**src/rtl/ripple_add_sequencer.sv**
```systemverilog
// ---------------------------------------------------------------------------
// ripple_add_sequencer
//
// Purpose:
//   Multi-cycle wrapper around a purely combinational ripple-carry adder.
//   An operand pair is accepted over a valid/ready handshake and registered
//   onto the adder inputs. Those inputs are held stable for SETTLE_CYCLES
//   clocks so the carry chain can ripple through. The adder's sum/carry is
//   then sampled into output registers and offered over a valid/ready
//   handshake. This lets the adder be used without meeting single-cycle
//   timing.
//
// Parameters:
//   WIDTH          operand/sum width (must match the adder instance)
//   SETTLE_CYCLES  cycles from operand register update to result sample, 1..255
//   CNT_W          settle counter width (must hold SETTLE_CYCLES)
//
// Ports:
//   clk        clock, all state updates on the rising edge
//   rst        synchronous reset, active-high
//   in_valid   operand pair valid
//   in_ready   stage can accept operands (depends on state only)
//   in_a/in_b  operands
//   add_a/b    registered operands, drive the adder inputs
//   add_sum    adder sum output
//   add_cout   adder carry output
//   out_valid  result valid
//   out_ready  consumer accepts result
//   out_sum    registered sum
//   out_cout   registered carry (bit WIDTH of the unsigned result)
//   busy       high whenever the FSM is not idle
//   out_ovf    (only with RIPPLE_ADD_SEQUENCER_OVF_EN) registered signed
//              two's-complement overflow flag
//
// Build option:
//   RIPPLE_ADD_SEQUENCER_OVF_EN  adds the out_ovf port and its register.
// ---------------------------------------------------------------------------
module ripple_add_sequencer #(
  parameter int WIDTH         = 64,
  parameter int SETTLE_CYCLES = 4,
  parameter int CNT_W         = 8
) (
  input  logic             clk,
  input  logic             rst,
  input  logic             in_valid,
  output logic             in_ready,
  input  logic [WIDTH-1:0] in_a,
  input  logic [WIDTH-1:0] in_b,
  output logic [WIDTH-1:0] add_a,
  output logic [WIDTH-1:0] add_b,
  input  logic [WIDTH-1:0] add_sum,
  input  logic             add_cout,
  output logic             out_valid,
  input  logic             out_ready,
  output logic [WIDTH-1:0] out_sum,
  output logic             out_cout,
  output logic             busy
`ifdef RIPPLE_ADD_SEQUENCER_OVF_EN
  ,
  output logic             out_ovf
`endif
);

  typedef enum logic [1:0] {
    IDLE   = 2'd0,
    SETTLE = 2'd1,
    HOLD   = 2'd2
  } state_t;

  localparam logic [CNT_W-1:0] SETTLE_INIT = CNT_W'(SETTLE_CYCLES);
  localparam logic [CNT_W-1:0] CNT_ONE     = CNT_W'(1);

  state_t           state_q;
  state_t           state_d;
  logic [CNT_W-1:0] count_q;
  logic             accept;
  logic             sample;
  logic             drain;

`ifdef RIPPLE_ADD_SEQUENCER_OVF_EN
  // Signed overflow: operands share a sign but the sum's sign differs.
  function automatic logic signed_ovf(input logic signed [WIDTH-1:0] a,
                                      input logic signed [WIDTH-1:0] b,
                                      input logic signed [WIDTH-1:0] s);
    return (a[WIDTH-1] == b[WIDTH-1]) && (s[WIDTH-1] != a[WIDTH-1]);
  endfunction
`endif

  // in_ready must not depend on out_ready, so both flags decode state only.
  assign in_ready = (state_q == IDLE);
  assign busy     = (state_q != IDLE);

  always_comb begin
    state_d = state_q;
    accept  = 1'b0;
    sample  = 1'b0;
    drain   = 1'b0;
    case (state_q)
      IDLE: begin
        if (in_valid) begin
          accept  = 1'b1;
          state_d = SETTLE;
        end
      end
      SETTLE: begin
        // count==1 marks the last settle cycle: the carry chain has had
        // SETTLE_CYCLES full clocks since the operand registers updated.
        if (count_q == CNT_ONE) begin
          sample  = 1'b1;
          state_d = HOLD;
        end
      end
      HOLD: begin
        // out_valid is always high in HOLD, so out_ready alone completes it.
        if (out_ready) begin
          drain   = 1'b1;
          state_d = IDLE;
        end
      end
      default: state_d = IDLE;
    endcase
  end

  always_ff @(posedge clk) begin
    if (rst) begin
      state_q   <= IDLE;
      count_q   <= '0;
      add_a     <= '0;
      add_b     <= '0;
      out_sum   <= '0;
      out_cout  <= 1'b0;
      out_valid <= 1'b0;
`ifdef RIPPLE_ADD_SEQUENCER_OVF_EN
      out_ovf   <= 1'b0;
`endif
    end else begin
      state_q <= state_d;

      // Operand capture stage: adder inputs change only here.
      if (accept) begin
        add_a   <= in_a;
        add_b   <= in_b;
        count_q <= SETTLE_INIT;
      end else if (state_q == SETTLE) begin
        count_q <= count_q - CNT_ONE;
      end

      // Result capture stage.
      if (sample) begin
        out_sum   <= add_sum;
        out_cout  <= add_cout;
        out_valid <= 1'b1;
`ifdef RIPPLE_ADD_SEQUENCER_OVF_EN
        out_ovf   <= signed_ovf(add_a, add_b, add_sum);
`endif
      end else if (drain) begin
        out_valid <= 1'b0;
      end
    end
  end

endmodule
```
**config.mk**
```make
export PLATFORM = sky130hd
export DESIGN_NAME = ripple_add_sequencer
export DESIGN_NICKNAME = d
export VERILOG_FILES = /design/src/rtl/ripple_add_sequencer.sv
export SDC_FILE = /design/constraint.sdc
export NUM_CORES = 1
export LEC_CHECK = 0
export ABC_AREA = 1
export CORE_ASPECT_RATIO = 0.7
export CORE_MARGIN = 2
export CORE_UTILIZATION = 40
export DETAILED_ROUTE_END_ITERATION = 10
export GPL_TIMING_DRIVEN = 0
export PLACE_DENSITY = 0.77
export SETUP_SLACK_MARGIN = 0.5
export SYNTH_ARGS = -nofsm -noshare
export SYNTH_HDL_FRONTEND = slang
export SYNTH_SLANG_ARGS = --single-unit
```
**constraint.sdc**
```tcl
create_clock -name clk -period 1.9 [get_ports clk]
set_input_delay 0.38 -clock clk [delete_from_list [all_inputs] [get_ports clk]]
set_output_delay 0.38 -clock clk [all_outputs]
set_load 0.005 [all_outputs]
```
## After elaboration in Yosys (flattened, before gate mapping)

Cells that the tools add are included.

- Register bits: 204
- Logic and storage cells: 35

- Add/subtract/negate cells: 1
- Equality and inequality tests: 6
- Muxes and demuxes: 14
- Reductions and logical operators: 6

Operator list:

| kind | count |
|---|---|
| $eq A8 B1 Y1 const B | 1 |
| $mux W1 | 8 |
| $sub A8 B1 Y8 const B | 1 |
| $mux W2 | 3 |
| $mux W3 | 2 |
| $ne A2 B2 Y1 const B | 3 |
| $pmux W2 S3 | 1 |
| $reduce_bool A2 Y1 | 3 |
| $reduce_and A3 Y1 | 1 |
| $eq A2 B1 Y1 const B | 1 |
| $eq A2 B2 Y1 const B | 1 |
| $logic_not A2 Y1 | 1 |
| $reduce_or A2 Y1 | 1 |

## Longest topological paths before layout

- Depth after elaboration: 4
- Gate-level depth with buffers: 9
- Depth with buffers taken out: 8

## Worst setup path after synthesis

OpenSTA, ideal clock, no wires.

- Kind: reg-to-reg
- Start point: register count_q[1]
- End point: register out_sum[29]
- Setup time: 0.115 ns
- Arrival: 1.234 ns
- Data required time: 1.785 ns
- Slack: 0.551 ns
- Cell stages (with the launch flop): 10
- Clock period less this slack: 1.349 ns
- Cells stage by stage: dfxtp_1 -> inv_1 -> ha_1 -> nand4_1 -> nor2_4 -> buf_6 -> buf_4 -> nand3_1 -> nand2_1 -> nor2_1

- Longest elaborated chain between the ends: 3

Ends and longest elaborated chain:

| what | line | source |
|---|---|---|
| start, declared | 75 | `logic [CNT_W-1:0] count_q;` |
| start signal, assigned | 145 | `count_q <= count_q - CNT_ONE;` |
| $eq A8 B1 Y1 | 108 | `if (count_q == CNT_ONE) begin` |
| $mux W1 | 108 |  |
| $mux W1 | 98 | `case (state_q)` |
| end signal, assigned | 150 | `out_sum <= add_sum;` |
| end, declared | 55 | `output logic [WIDTH-1:0] out_sum,` |

No other way between the ends.
A chain may end at the register's enable or synchronous reset.

## Worst setup path in the final report

- Start point: register state_q[1]
- End point: output port in_ready

- Longest elaborated chain between the ends: 1

Ends and longest elaborated chain:

| what | line | source |
|---|---|---|
| start, declared | 73 | `state_t state_q;` |
| start signal, assigned | 137 | `state_q <= state_d;` |
| $logic_not A2 Y1 | 90 | `assign in_ready = (state_q == IDLE);` |
| end, declared | 46 | `output logic in_ready,` |

No other way between the ends.

==> flow_summary.toml <==
[setup_path]
r2r_slack_ns = 0.33
crit_type = "reg2out"
required_ns = 1.52
arrival_ns = 1.20
cp_max_fo = 2
cp-start-kind = "flip-flop"
cp-end-kind = "output port"

[detailed_routing]
drt-initial-drc-count = 525
wl_per_cell_microns = 18.6
vias = 9188
drc = 0
ant_nets = 0
wl_mm = 33.8
firstDrtPassIters = 5
viasPerCell = 5.05

[cells_and_area]
layoutNonFillerInstCount = 1821
drive_gt1_frac = 0.498
nets = 1745
fillers = 1278
antenna_cells = 0
layout_commonest_cell = "nor2_1"
area_growth_pct = 88.3
fin_util = 0.773
final_cell_mix = "nor2_1, clkdlybuf4s50_1, buf_2, dfxtp_2, nand2_1"

[sta]
hold_viol_final = 0
final.setup_skew_ns = 0.00604
worst_slew_pin_slew_ns = 0.440
fin_hold_ws_ns = 0.453
setup_ws_ns = 0.319
rsz0062_at_grt = "true"
fmax_ghz = 0.632
slew_headroom = 0.707
finalSetupViolations = 0
period_needed_ns = 1.58
finalMaxSlewViolations = 0
period_share = 0.832

[pwr]
power.leakage_uw = 0.00667
p_per_area_nw_per_um2 = 800
ir_drop_v = 0.000657

[floorplanning]
num_io_pins = 393
die_x_microns = 171
start_util = 0.411
core.rowCount = 42
dieArea_sq_um = 20700
fp.coreArea_sq_um = 19100
die_h_microns = 121

[yosys]
yosys_warnings = 0
yosysSeqAreaShare = 0.521
synth_area_per_cell_sq_um = 7.41
synth_nets = 1256
synth.cell_area_sq_um = 7840
synth_cell_types = 24
ys_seq_elements = 204
netlist_instances = 1057

[grt]
antenna_found_initial = 0
grt_use_total = 0.263
grt_pass1_vias = 7734
grt.overflow.total = 0
grt_max_degree = 14
grt_pass1_wl_mm = 42.7

[clocking]
cts_tree = "built"
worstSkewPairLatency_ns = 0.49
htreeDepth = 1
clk_path_buf_depth = 3
hold_buffers = 0
cts_root_buffer = "clkbuf_16"
numCtsBuffers = 21
clk_pin_slew_worst_paths_ns = 0.07
clock-sinks = 204

[outcome]
status = "finished, final reports clean"

[place]
post-place-ws_ns = -0.357
dpl.hpwl_mm = 21.0
placed_cells = 1713
portBuffers = 392
routabilityCongestion = 0.868

[job]
maxCapViolations = 0

[min_path]
hp-class = "reg2reg"
==> layer usage <==
layer | vias to the layer above | wire length [microns] | track usage
met5 | - | 0 | 0
met4 | 0 | 1030 | 0.0625
met3 | 74 | 2990 | 0.0656
met2 | 427 | 16000 | 0.440
met1 | 4349 | 13800 | 0.341
li1 | 4338 | - | -
==> logic make-up (layout without fill, tap and decap cells) <==
logic type                 count (synthesis)  count (layout)  share of synthesized area
AOI/OAI and AO/OA                        204             204                      0.131
and+or+nand+nor                          488             488                      0.248
DFF                                      204             204                      0.521
adders and majority gates                  2               2                    0.00319
buffers and inverters                    158             658                     0.0955
xor gates and xnor gates                   1               1                    0.00112
==> power breakdown <==
group,internal [uW],total [uW],switching (uW)
logic,1520,2870,1350
registers,4610,4830,221
clock network,2390,4110,1720
==> synth_stat cells <==
library cell,number,area share
nor3_1,1,0.00064
ha_1,2,0.0032
o21ai_1,1,0.00064
a31oi_1,2,0.0016
nor2_4,1,0.0014
buf_6,7,0.010
o21ai_0,130,0.083
nor3b_1,1,0.00096
nand4_1,2,0.0016
a21oi_1,70,0.045
nand3b_1,1,0.00096
dfxtp_1,204,0.52
nor2_2,2,0.0016
inv_1,75,0.036
o21a_1,1,0.00096
nor2_1,330,0.16
nand3_1,68,0.043
nand2_1,82,0.039
buf_2,31,0.020
clkbuf_1,17,0.0081
xor2_1,1,0.0011
inv_2,5,0.0024
buf_4,17,0.016
buf_1,6,0.0029
==> path summary, 6_finish.rpt <==
check                          startpoint                        to  cells past startpoint
setup / recovery  state_q[1]$_SDFFE_PP0P_                  in_ready                      3
hold / removal     add_a[52]$_SDFFE_PP0P_    add_a[52]$_SDFFE_PP0P_                      2
setup reg to reg  count_q[2]$_SDFFE_PP0P_  out_sum[53]$_SDFFE_PP0P_                      9
hold reg to reg    add_a[52]$_SDFFE_PP0P_    add_a[52]$_SDFFE_PP0P_                      2
==> critical path: stages (launching register included) <==
cell,delay [ns]
dfxtp_4,0.35
nor2_4,0.15
buf_6,0.13
buf_6,0.08
==> through the flow <==
step / total power, uW / area [sq um] / setup TNS [ns]
floorplan: 5620 / 7840 / 0
global placement: 6810 / 12100 / -16.19
detailed placement: 6850 / 12100 / -18.40
CTS: 10900 / 12700 / 0
global route: 12200 / 14800 / 0
finish: 11800 / 14800 / 0
==> area by class of cell <==
| class | instances | area [sq um] | share of cell area |
|---|---|---|---|
| Sequential cell | 204 | 4270 | 0.289 |
| Timing Repair Buffer | 466 | 4160 | 0.282 |
| Multi-Input combinational cell | 695 | 4120 | 0.279 |
| Buffer | 78 | 897 | 0.0608 |
| Clock buffer | 30 | 619 | 0.0420 |
| Tap cell | 264 | 330 | 0.0224 |
| Inverter | 80 | 315 | 0.0214 |
| Clock inverter | 4 | 47.5 | 0.00322 |
==> timing repair <==
item / CTS / global route
pin swaps: 9 / 121
buffers inserted: 20 / 19
setup endpoints to repair: 400 / 250
hold endpoints to repair: 0 / 0
gates cloned: 7 / 28
gates resized for setup: 942 / 579
==> sequential cells by signal (all words and copies together), names as in the netlist <==
name and count:
add_b 64, out_cout 1, out_sum 64, out_valid 1, state_q 2, count_q 8, add_a 64
Power figures use the tool's default switching activity.
